`src/rtl/uart_prog_loader.sv`:
```
// UART program loader: receives a length-prefixed, XOR-checksummed image and writes it to word memory.
// Releases core_reset_n once the image is accepted; answers with one ACK or NAK byte.
module uart_prog_loader #(
    parameter int         BAUD_DIV = 434,
    parameter int         DATA_W   = 32,
    parameter int         ADDR_W   = 12,
    parameter logic [7:0] ACK_BYTE = 8'h06,
    parameter logic [7:0] NAK_BYTE = 8'h15
) (
    input  logic              clock,
    input  logic              reset,
    input  logic              rx,
    output logic              tx,
    output logic              mem_we,
    output logic [ADDR_W-1:0] mem_addr,
    output logic [DATA_W-1:0] mem_wdata,
    output logic              core_reset_n,
    output logic              program_receiving,
    output logic              program_ov,
    output logic              program_done,
    output logic              program_err
);
    localparam int          BPW       = DATA_W / 8;
    localparam int          LANE_W    = (BPW > 1) ? $clog2(BPW) : 1;
    localparam logic [15:0] HALF_M1   = 16'(BAUD_DIV / 2 - 1);
    localparam logic [15:0] FULL_M1   = 16'(BAUD_DIV - 1);
    localparam logic [63:0] MAX_BYTES = (64'd1 << ADDR_W) * 64'(BPW);

    typedef enum logic [2:0] {S_LEN, S_DATA, S_SUM, S_RESP, S_DONE, S_ERR} state_t;
    typedef enum logic [1:0] {RX_IDLE, RX_START, RX_DATA, RX_STOP} rx_st_t;

    logic rx_s1_q, rx_s2_q, rx_s3_q;
    rx_st_t rx_st_q, rx_st_d;
    logic [15:0] rx_cnt_q, rx_cnt_d, tx_cnt_q, tx_cnt_d;
    logic [2:0] rx_bit_q, rx_bit_d;
    logic [7:0] rx_sh_q, rx_sh_d;
    logic rx_en, rx_byte_vld, rx_ferr, start_ok;

    state_t state_q, state_d;
    logic [31:0] len_q, len_d, cnt_q, cnt_d, full_len;
    logic [1:0] len_idx_q, len_idx_d;
    logic [7:0] sum_q, sum_d, tx_dat;
    logic [DATA_W-1:0] word_q, word_d, word_nx, wdata_q, wdata_d;
    logic [LANE_W-1:0] lane_q, lane_d;
    logic [ADDR_W-1:0] ptr_q, ptr_d, addr_q, addr_d;
    logic ok_q, ok_d, ov_q, ov_d, err_q, err_d, recv_q, recv_d, we_q, we_d;
    logic go_ack, go_nak, tx_go, tx_done;

    logic tx_busy_q, tx_busy_d;
    logic [9:0] tx_sh_q, tx_sh_d;
    logic [3:0] tx_bit_q, tx_bit_d;

    assign rx_en = (state_q == S_LEN) || (state_q == S_DATA) || (state_q == S_SUM);

    always_comb begin
        rx_st_d     = rx_st_q;
        rx_cnt_d    = rx_cnt_q + 16'd1;
        rx_bit_d    = rx_bit_q;
        rx_sh_d     = rx_sh_q;
        rx_byte_vld = 1'b0;
        rx_ferr     = 1'b0;
        start_ok    = 1'b0;
        case (rx_st_q)
            RX_IDLE: begin
                rx_cnt_d = 16'd0;
                if (rx_s3_q && !rx_s2_q) rx_st_d = RX_START;
            end
            RX_START: if (rx_cnt_q == HALF_M1) begin
                rx_cnt_d = 16'd0;
                rx_bit_d = 3'd0;
                if (rx_s2_q) begin
                    rx_st_d = RX_IDLE;
                end else begin
                    rx_st_d  = RX_DATA;
                    start_ok = 1'b1;
                end
            end
            RX_DATA: if (rx_cnt_q == FULL_M1) begin
                rx_cnt_d = 16'd0;
                rx_sh_d  = {rx_s2_q, rx_sh_q[7:1]};
                rx_bit_d = rx_bit_q + 3'd1;
                if (rx_bit_q == 3'd7) rx_st_d = RX_STOP;
            end
            default: if (rx_cnt_q == FULL_M1) begin
                rx_st_d     = RX_IDLE;
                rx_byte_vld = 1'b1;
                rx_ferr     = !rx_s2_q;
            end
        endcase
        // Outside the receive states the line is ignored entirely.
        if (!rx_en) begin
            rx_st_d     = RX_IDLE;
            rx_byte_vld = 1'b0;
            start_ok    = 1'b0;
        end
    end

    assign full_len = {rx_sh_q, len_q[31:8]};

    always_comb begin
        word_nx = word_q;
        for (int i = 0; i < BPW; i++)
            if (lane_q == LANE_W'(i)) word_nx[8*i +: 8] = rx_sh_q;
    end

    always_comb begin
        state_d   = state_q;
        len_d     = len_q;
        len_idx_d = len_idx_q;
        cnt_d     = cnt_q;
        sum_d     = sum_q;
        word_d    = word_q;
        lane_d    = lane_q;
        ptr_d     = ptr_q;
        addr_d    = addr_q;
        wdata_d   = wdata_q;
        we_d      = 1'b0;
        ok_d      = ok_q;
        ov_d      = ov_q;
        err_d     = err_q;
        recv_d    = recv_q || start_ok;
        go_ack    = 1'b0;
        go_nak    = 1'b0;
        case (state_q)
            S_LEN: if (rx_byte_vld) begin
                if (rx_ferr) begin
                    err_d  = 1'b1;
                    go_nak = 1'b1;
                end else begin
                    len_d     = full_len;
                    len_idx_d = len_idx_q + 2'd1;
                    if (len_idx_q == 2'd3) begin
                        if ({32'd0, full_len} > MAX_BYTES) begin
                            ov_d   = 1'b1;
                            go_nak = 1'b1;
                        end else if (full_len == 32'd0) begin
                            state_d = S_SUM;
                        end else begin
                            state_d = S_DATA;
                        end
                    end
                end
            end
            S_DATA: if (rx_byte_vld) begin
                if (rx_ferr) begin
                    err_d  = 1'b1;
                    go_nak = 1'b1;
                end else begin
                    sum_d = sum_q ^ rx_sh_q;
                    cnt_d = cnt_q + 32'd1;
                    // A full word or the last payload byte commits the word; unfilled lanes stay zero.
                    if (int'(lane_q) == BPW - 1 || cnt_q + 32'd1 == len_q) begin
                        we_d    = 1'b1;
                        addr_d  = ptr_q;
                        wdata_d = word_nx;
                        ptr_d   = ptr_q + 1'b1;
                        word_d  = '0;
                        lane_d  = '0;
                    end else begin
                        word_d = word_nx;
                        lane_d = lane_q + 1'b1;
                    end
                    if (cnt_q + 32'd1 == len_q) state_d = S_SUM;
                end
            end
            S_SUM: if (rx_byte_vld) begin
                if (!rx_ferr && rx_sh_q == sum_q) begin
                    ok_d   = 1'b1;
                    go_ack = 1'b1;
                end else begin
                    err_d  = 1'b1;
                    go_nak = 1'b1;
                end
            end
            S_RESP: if (tx_done) state_d = ok_q ? S_DONE : S_ERR;
            default: ;
        endcase
        tx_go  = go_ack || go_nak;
        tx_dat = go_ack ? ACK_BYTE : NAK_BYTE;
        if (tx_go) begin
            state_d = S_RESP;
            recv_d  = 1'b0;
        end
    end

    always_comb begin
        tx_busy_d = tx_busy_q;
        tx_sh_d   = tx_sh_q;
        tx_bit_d  = tx_bit_q;
        tx_cnt_d  = tx_cnt_q;
        tx_done   = 1'b0;
        if (tx_busy_q) begin
            if (tx_cnt_q == FULL_M1) begin
                tx_cnt_d = 16'd0;
                tx_sh_d  = {1'b1, tx_sh_q[9:1]};
                tx_bit_d = tx_bit_q + 4'd1;
                if (tx_bit_q == 4'd9) begin
                    tx_busy_d = 1'b0;
                    tx_done   = 1'b1;
                end
            end else begin
                tx_cnt_d = tx_cnt_q + 16'd1;
            end
        end else if (tx_go) begin
            tx_busy_d = 1'b1;
            tx_sh_d   = {1'b1, tx_dat, 1'b0};
            tx_cnt_d  = 16'd0;
            tx_bit_d  = 4'd0;
        end
    end

    always_ff @(posedge clock or negedge reset) begin
        if (!reset) begin
            rx_s1_q   <= 1'b1;
            rx_s2_q   <= 1'b1;
            rx_s3_q   <= 1'b1;
            rx_st_q   <= RX_IDLE;
            rx_cnt_q  <= '0;
            rx_bit_q  <= '0;
            rx_sh_q   <= '0;
            state_q   <= S_LEN;
            len_q     <= '0;
            len_idx_q <= '0;
            cnt_q     <= '0;
            sum_q     <= '0;
            word_q    <= '0;
            lane_q    <= '0;
            ptr_q     <= '0;
            addr_q    <= '0;
            wdata_q   <= '0;
            we_q      <= 1'b0;
            ok_q      <= 1'b0;
            ov_q      <= 1'b0;
            err_q     <= 1'b0;
            recv_q    <= 1'b0;
            tx_busy_q <= 1'b0;
            tx_sh_q   <= '1;
            tx_bit_q  <= '0;
            tx_cnt_q  <= '0;
        end else begin
            rx_s1_q   <= rx;
            rx_s2_q   <= rx_s1_q;
            rx_s3_q   <= rx_s2_q;
            rx_st_q   <= rx_st_d;
            rx_cnt_q  <= rx_cnt_d;
            rx_bit_q  <= rx_bit_d;
            rx_sh_q   <= rx_sh_d;
            state_q   <= state_d;
            len_q     <= len_d;
            len_idx_q <= len_idx_d;
            cnt_q     <= cnt_d;
            sum_q     <= sum_d;
            word_q    <= word_d;
            lane_q    <= lane_d;
            ptr_q     <= ptr_d;
            addr_q    <= addr_d;
            wdata_q   <= wdata_d;
            we_q      <= we_d;
            ok_q      <= ok_d;
            ov_q      <= ov_d;
            err_q     <= err_d;
            recv_q    <= recv_d;
            tx_busy_q <= tx_busy_d;
            tx_sh_q   <= tx_sh_d;
            tx_bit_q  <= tx_bit_d;
            tx_cnt_q  <= tx_cnt_d;
        end
    end

    assign tx                = !tx_busy_q || tx_sh_q[0];
    assign mem_we            = we_q;
    assign mem_addr          = addr_q;
    assign mem_wdata         = wdata_q;
    assign core_reset_n      = (state_q == S_DONE);
    assign program_done      = (state_q == S_DONE);
    assign program_receiving = recv_q;
    assign program_ov        = ov_q;
    assign program_err       = err_q;
endmodule

```
`config.mk`:
```
export PLATFORM = sky130hd
export DESIGN_NAME = uart_prog_loader
export DESIGN_NICKNAME = d
export VERILOG_FILES = /design/src/rtl/uart_prog_loader.sv
export SDC_FILE = /design/constraint.sdc
export NUM_CORES = 1
export LEC_CHECK = 0
export BUFFER_PORTS_ARGS = -buffer_cell sky130_fd_sc_hd__buf_2
export CORE_MARGIN = 2
export CORE_UTILIZATION = 65
export DETAILED_ROUTE_END_ITERATION = 6
export GPL_TIMING_DRIVEN = 0
export PLACE_DENSITY = 0.84
export SLEW_MARGIN = 20
export SYNTH_ARGS = -nofsm -noshare
export SYNTH_HDL_FRONTEND = slang
export SYNTH_SLANG_ARGS = --single-unit
export TNS_END_PERCENT = 50
```
`constraint.sdc`:
```
create_clock -name clock -period 5.65 [get_ports clock]
set_input_delay 0.565 -clock clock [delete_from_list [all_inputs] [get_ports clock]]
set_output_delay 0.565 -clock clock [all_outputs]
set_load 0.005 [all_outputs]
```
After elaboration in Yosys (flattened, before gate mapping)
Index checks and enable logic that the tools add are counted.
- flip-flop bits (word level): 235
- logic and storage cells: 187
- input bits: 3
- RAM bits: 0
- memories: 0
- bits in read-only memories: 0
- bits in latches: 0
- equal/unequal tests: 38
- add/subtract/negate cells: 8
- reduce and logical (&&, ||, !) cells: 32
- magnitude comparators: 1
- divide/modulo/power cells: 0
- mux-type cells: 80
- multipliers: 0
- bitwise operators: 2
- shift-type cells: 0
- operators by type and width (cell ; count):
    16-bit 2-to-1 mux ; 5
    16-bit case mux with 3 select lines ; 1
    1-bit 2-to-1 mux ; 37
    3-bit 2-to-1 mux ; 11
    16-bit by 1-bit adder with 16-bit output (second input constant) ; 2
    32-bit by 1-bit adder with 32-bit output (second input constant) ; 1
    16-bit by 9-bit == test with 1-bit output (second input constant) ; 2
    32-bit == test ; 1
    32-bit by 15-bit greater-than comparator with 1-bit output (second input constant) ; 1
    32-bit zero test ; 1
    32-bit 2-to-1 mux ; 1
    8-bit 2-to-1 mux ; 4
    10-bit 2-to-1 mux ; 3
    3-bit != test (second input constant) ; 10
    2-bit 2-to-1 mux ; 9
    16-bit by 8-bit == test with 1-bit output (second input constant) ; 1
    5-bit AND reduction ; 3
    12-bit by 1-bit adder with 12-bit output (second input constant) ; 1
    4-bit 2-to-1 mux ; 3
    3-bit AND reduction ; 4
    3-bit case mux with 3 select lines ; 1
    9-bit AND reduction ; 1
    2-bit == test (second input constant) ; 4
    8-bit == test ; 1
    30 further kinds ; 53

Depth between registers and ports, before layout
- word-level depth: 11
- mapped depth: 13

Worst setup path before layout
OpenSTA, ideal clock, no wires.
- path kind: reg-to-reg
- from: reg cnt_q[0]
- to: reg lane_q[0]
- stages on the path, launching flop included: 13
- arrival time: 2850 ps
- required time: 5525 ps
- period minus slack after synthesis: 2975 ps
- setup time: 125 ps
- path slack: 2675 ps
- cells stage by stage: dfrtp_1 -> ha_1 -> nand3_4 -> nor3_4 -> buf_6 -> a41oi_1 -> or4_4 -> nor4_4 -> a21oi_2 -> and2_4 -> buf_6 -> buf_6 -> mux2_4
- word-level cells in the longest chain between the ends: 4
- RTL lines (what ; line ; source):
    from (decl) ; 40 ; logic [31:0] len_q, len_d, cnt_q, cnt_d, full_len;
    from (signal assigned) ; 251 ; cnt_q <= cnt_d;
    32-bit by 1-bit adder with 32-bit output ; 152 ; if (int'(lane_q) == BPW - 1 || cnt_q + 32'd1 == len_q) begin
    32-bit == test ; 152 ;
    1-bit logical OR ; 152 ;
    2-bit 2-to-1 mux ; 152 ;
    to (signal assigned) ; 254 ; lane_q <= lane_d;
    to (decl) ; 44 ; logic [LANE_W-1:0] lane_q, lane_d;
No other way between the ends.
A chain may end at the register's enable or synchronous reset.

Worst setup path in the final report
- from: reg rx_cnt_q[11]
- to: reg wdata_q[31] (netlist: mem_wdata[31])
- word-level cells in the longest chain between the ends: 5
- elaborated cells between the ends (all ways): 8
- classes of those cells: eq/ne: 1; mux: 5; bitwise: 1; reduce/logical: 1
- RTL lines (what ; line ; source):
    from (decl) ; 34 ; logic [15:0] rx_cnt_q, rx_cnt_d, tx_cnt_q, tx_cnt_d;
    from (signal assigned) ; 245 ; rx_cnt_q <= rx_cnt_d;
    16-bit by 9-bit == test with 1-bit output * ; 84 ; default: if (rx_cnt_q == FULL_M1) begin
    1-bit 2-to-1 mux ; 84 ;
    1-bit 2-to-1 mux ; 63 ; case (rx_st_q)
    1-bit 2-to-1 mux / 1-bit inverter (equally long branches) ; -- ;
    4-bit AND reduction (no line) * ; -- ;
    to (signal assigned) ; 257 ; wdata_q <= wdata_d;
    to (decl) ; 43 ; logic [DATA_W-1:0] word_q, word_d, word_nx, wdata_q, wdata_d;
Mark *: on every way between the ends. The rest lies on a longest branch, timed or not.

==> summary.txt <==
Outcome
  – Outcome: finished, violations left
  – Failing checks: negative hold slack

Min path
  – Min-delay worst type: primary input to async pin

GRT
  – Largest net degree at the start of global routing: 100
  – Gr ovfl total: 0
  – Tot GR Track Use: 0.2757
  – Vias in the first global route: ~8400
  – Initial antenna violation count: 0
  – First-pass GRT wire length: about 42000 um

Clock network
  – CTS Sinks: between 200 and 250
  – Post-CTS Resized: 0
  – Clk Latency, worst-skew pair: 0.54 ns
  – Root buffer cell: clkbuf_16
  – Worst-path clk slew: 0.06 ns
  – Post-CTS setup buffers: 0
  – H-tree depth: 1
  – CTS Hold Buffers Added: 0
  – TritonCTS clock tree: yes
  – TritonCTS buffer count: 25
  – Max Root-Sink Buffers: 3

Yosys
  – Leading area contributor after synthesis: dfrtp_1
  – Yosys warnings: 0
  – Synth top area share: 0.4795
  – Post-synthesis sequential area ratio: 0.5068
  – Synthesized area: 11580 sq um
  – Ranking of synthesized cells by area: dfrtp_1, mux2_2, xnor2_1
  – FFs w/ async S/R, synth: 1.000
  – Commonest cells post-synth: dfrtp_1, nand2_1, mux2_2, xnor2_1, nor2_1
  – Post-synthesis cell count: between 1000 and 1500
  – Avg Inst Size Synth: 11.01 sq um
  – Post-synth EDFFs: 0
  – Synth Register Bits: approximately 230
  – Dominant synthesized flop cell: dfrtp_1
  – Netlist cell types: 65
  – Most instantiated library cell after synthesis: dfrtp_1
  – Syn nets: roughly 1100

Placement
  – Port bufs: between 50 and 60
  – DP Cell Count: 1332
  – GPL Wtd Cong: between 0.9 and 1
  – Dpl hpwl: between 15000 and 20000 um
  – Dpl cell area: 12200 sq um

Power
  – Final Power: 3405 uW
  – Leak Pwr: between 0.006 and 0.007 uW
  – VDD IR max: about 240 uV
  – PwrDens: 261.1 nW/um^2

Setup path
  – CP startpoint kind: register
  – WP data required: approximately 6.1 ns
  – Crit path arrival time: 4.02 ns
  – Critical-path maximum fanout: 10
  – Critical Path End Type: register
  – Worst setup path category: register to register

Floorplan
  – Total core area: 17360 sq um
  – Die area: between 15000 and 20000 sq um
  – Chip width: 137.5 um
  – Row count: 48
  – Die Y-Extent: between 100 and 150 um
  – Initial Utilization: 0.6675
  – I/O pin count: 54

Drt
  – Via count: about 8400
  – Remaining DRCs: 0
  – Starting DRT DRC Count: between 400 and 500
  – WL/cell: ~18 um
  – DR pass1 iterations: 5
  – Final WL: roughly 25000 um
  – Post-route ant nets: 0
  – Vias per cell: just over 6

Timing
  – Final Hold Fails: 4
  – Setup TNS: 0 ns
  – Fin crit share: 0.6400
  – Final setup fails: 0
  – Rel. slew slack: 0.5446
  – Least-Margin Pin Slew: slightly below 0.7 ns
  – Slew Limit Fails: 0
  – Min cycle time layout: 3.616 ns
  – RSZ-0062 raised after global routing: false
  – Fmax: 276.5 MHz
  – Fin Hold WS: -0.01068 ns
  – Final clock skew: 0.02534 ns

Layout
  – Layout Nets: 1153
  – ANT cells: 0
  – Share of cells above drive strength 1: 0.2246
  – Area delta synth->final: 12.56%
  – Util after Layout: 0.7513
  – Final Cell Area: roughly 13000 sq um
  – Final cell count without fillers: ~1400

Job
  – # Max-Cap Violations: 0
[registers in the layout, summed over array words and instances, names as in the netlist, 2 cells and up]
register	cells
cnt_q	32
len_q	32
mem_wdata	32
word_q	32
rx_cnt_q	16
tx_cnt_q	16
mem_addr	12
ptr_q	12
tx_sh_q	9
rx_sh_q	8
sum_q	8
tx_bit_q	4
rx_bit_q	3
state_q	3
lane_q	2
len_idx_q	2
rx_st_q	2
[metrics by stage]
step           setup slack, ns  hold slack, ns
2_1_floorplan            2.675          0.2694
3_3_place_gp           0.03496          0.3456
3_5_place_dp             2.171          0.3491
4_1_cts                  2.127         0.01314
5_1_grt                  1.775         0.02332
6_report                 2.034        -0.01068
[worst paths after layout]
check,startpoint,endpoint,slack (ns),depth (start not counted)
setup / recovery,rx_cnt_q[11],mem_wdata[31],2.03,10
hold / removal,reset,tx_cnt_q[1],-0.01,1
setup reg to reg,rx_cnt_q[11],mem_wdata[31],2.03,10
hold reg to reg,rx_s1_q,rx_s2_q,0.36,0
max in group asynchronous,reset,ptr_q[0],4.81,2
min in group clock,rx,rx_s1_q,0.12,1
[layer usage]
metal / global-route usage / share of wire
met5: 0 / 0
met3: 0.04378 / 0.049
met1: 0.3753 / 0.44
met2: 0.4483 / 0.48
met4: 0.1060 / 0.033
[area by class of cell]
cell class	instances	area, sq um
clock inverters	9	112.6
multi-input cells	740	5324
inverters	21	78.83
plain buffers	57	311.5
clock buffers	37	730.7
flip-flops and latches	234	5871
repair buffers	55	330.3
well taps	225	281.5
fillers	1152	4317
[power breakdown]
part	leakage [uW]	internal [uW]	switching [uW]
clock network	0.000416	991	681
registers	0.00323	1680	3.79
logic	0.00261	9.22	40.1
[worst max-delay path, stage by stage, from the launching register on]
cell and delay (ns):
dfrtp_1 0.42, or4b_4 0.56, nor4_4 0.33, and3_1 0.27
and2_1 0.19, nand2_1 0.13, nor3_2 0.59, a22o_1 0.28
buf_6 0.19, buf_6 0.18, mux2_2 0.35
[cell families after synthesis]
family | synth area share
multiplexers | 0.1135
adder cells (fa/ha/maj) | 0.01728
buffers and inverters | 0.03370
flip-flops | 0.5068
AND/OR/NAND/NOR | 0.1607
XOR/XNOR | 0.08921
AO/OA/AOI/OAI | 0.07885
[placed cells by master (no fill, tap or decap), types with 5 or more instances in the layout]
cell,Yosys,routed
nand2_1,112,112
and3_1,20,20
nand3_1,40,40
clkbuf_8,0,6
ha_1,16,16
o21a_1,5,5
mux2i_1,5,5
a21oi_1,14,14
nor3_1,8,8
and2_1,10,10
nand4_1,27,27
clkbuf_16,0,25
buf_2,9,61
clkinv_2,0,5
nor4_1,12,12
o21ai_0,34,34
a21o_1,5,5
mux2_2,111,111
nand2b_1,7,7
buf_6,9,9
dfstp_2,12,12
a32o_1,25,25
dfrtp_1,222,222
a2111oi_0,5,5
a31oi_1,9,9
clkbuf_1,34,40
a22o_1,5,5
xnor2_1,81,81
and4_1,5,5
nor2_1,77,77
xor2_1,37,37
nor3b_1,5,5
nor2b_1,12,12
o31ai_1,5,5
inv_1,21,21
No activity file was read; power rests on OpenSTA's default activity.
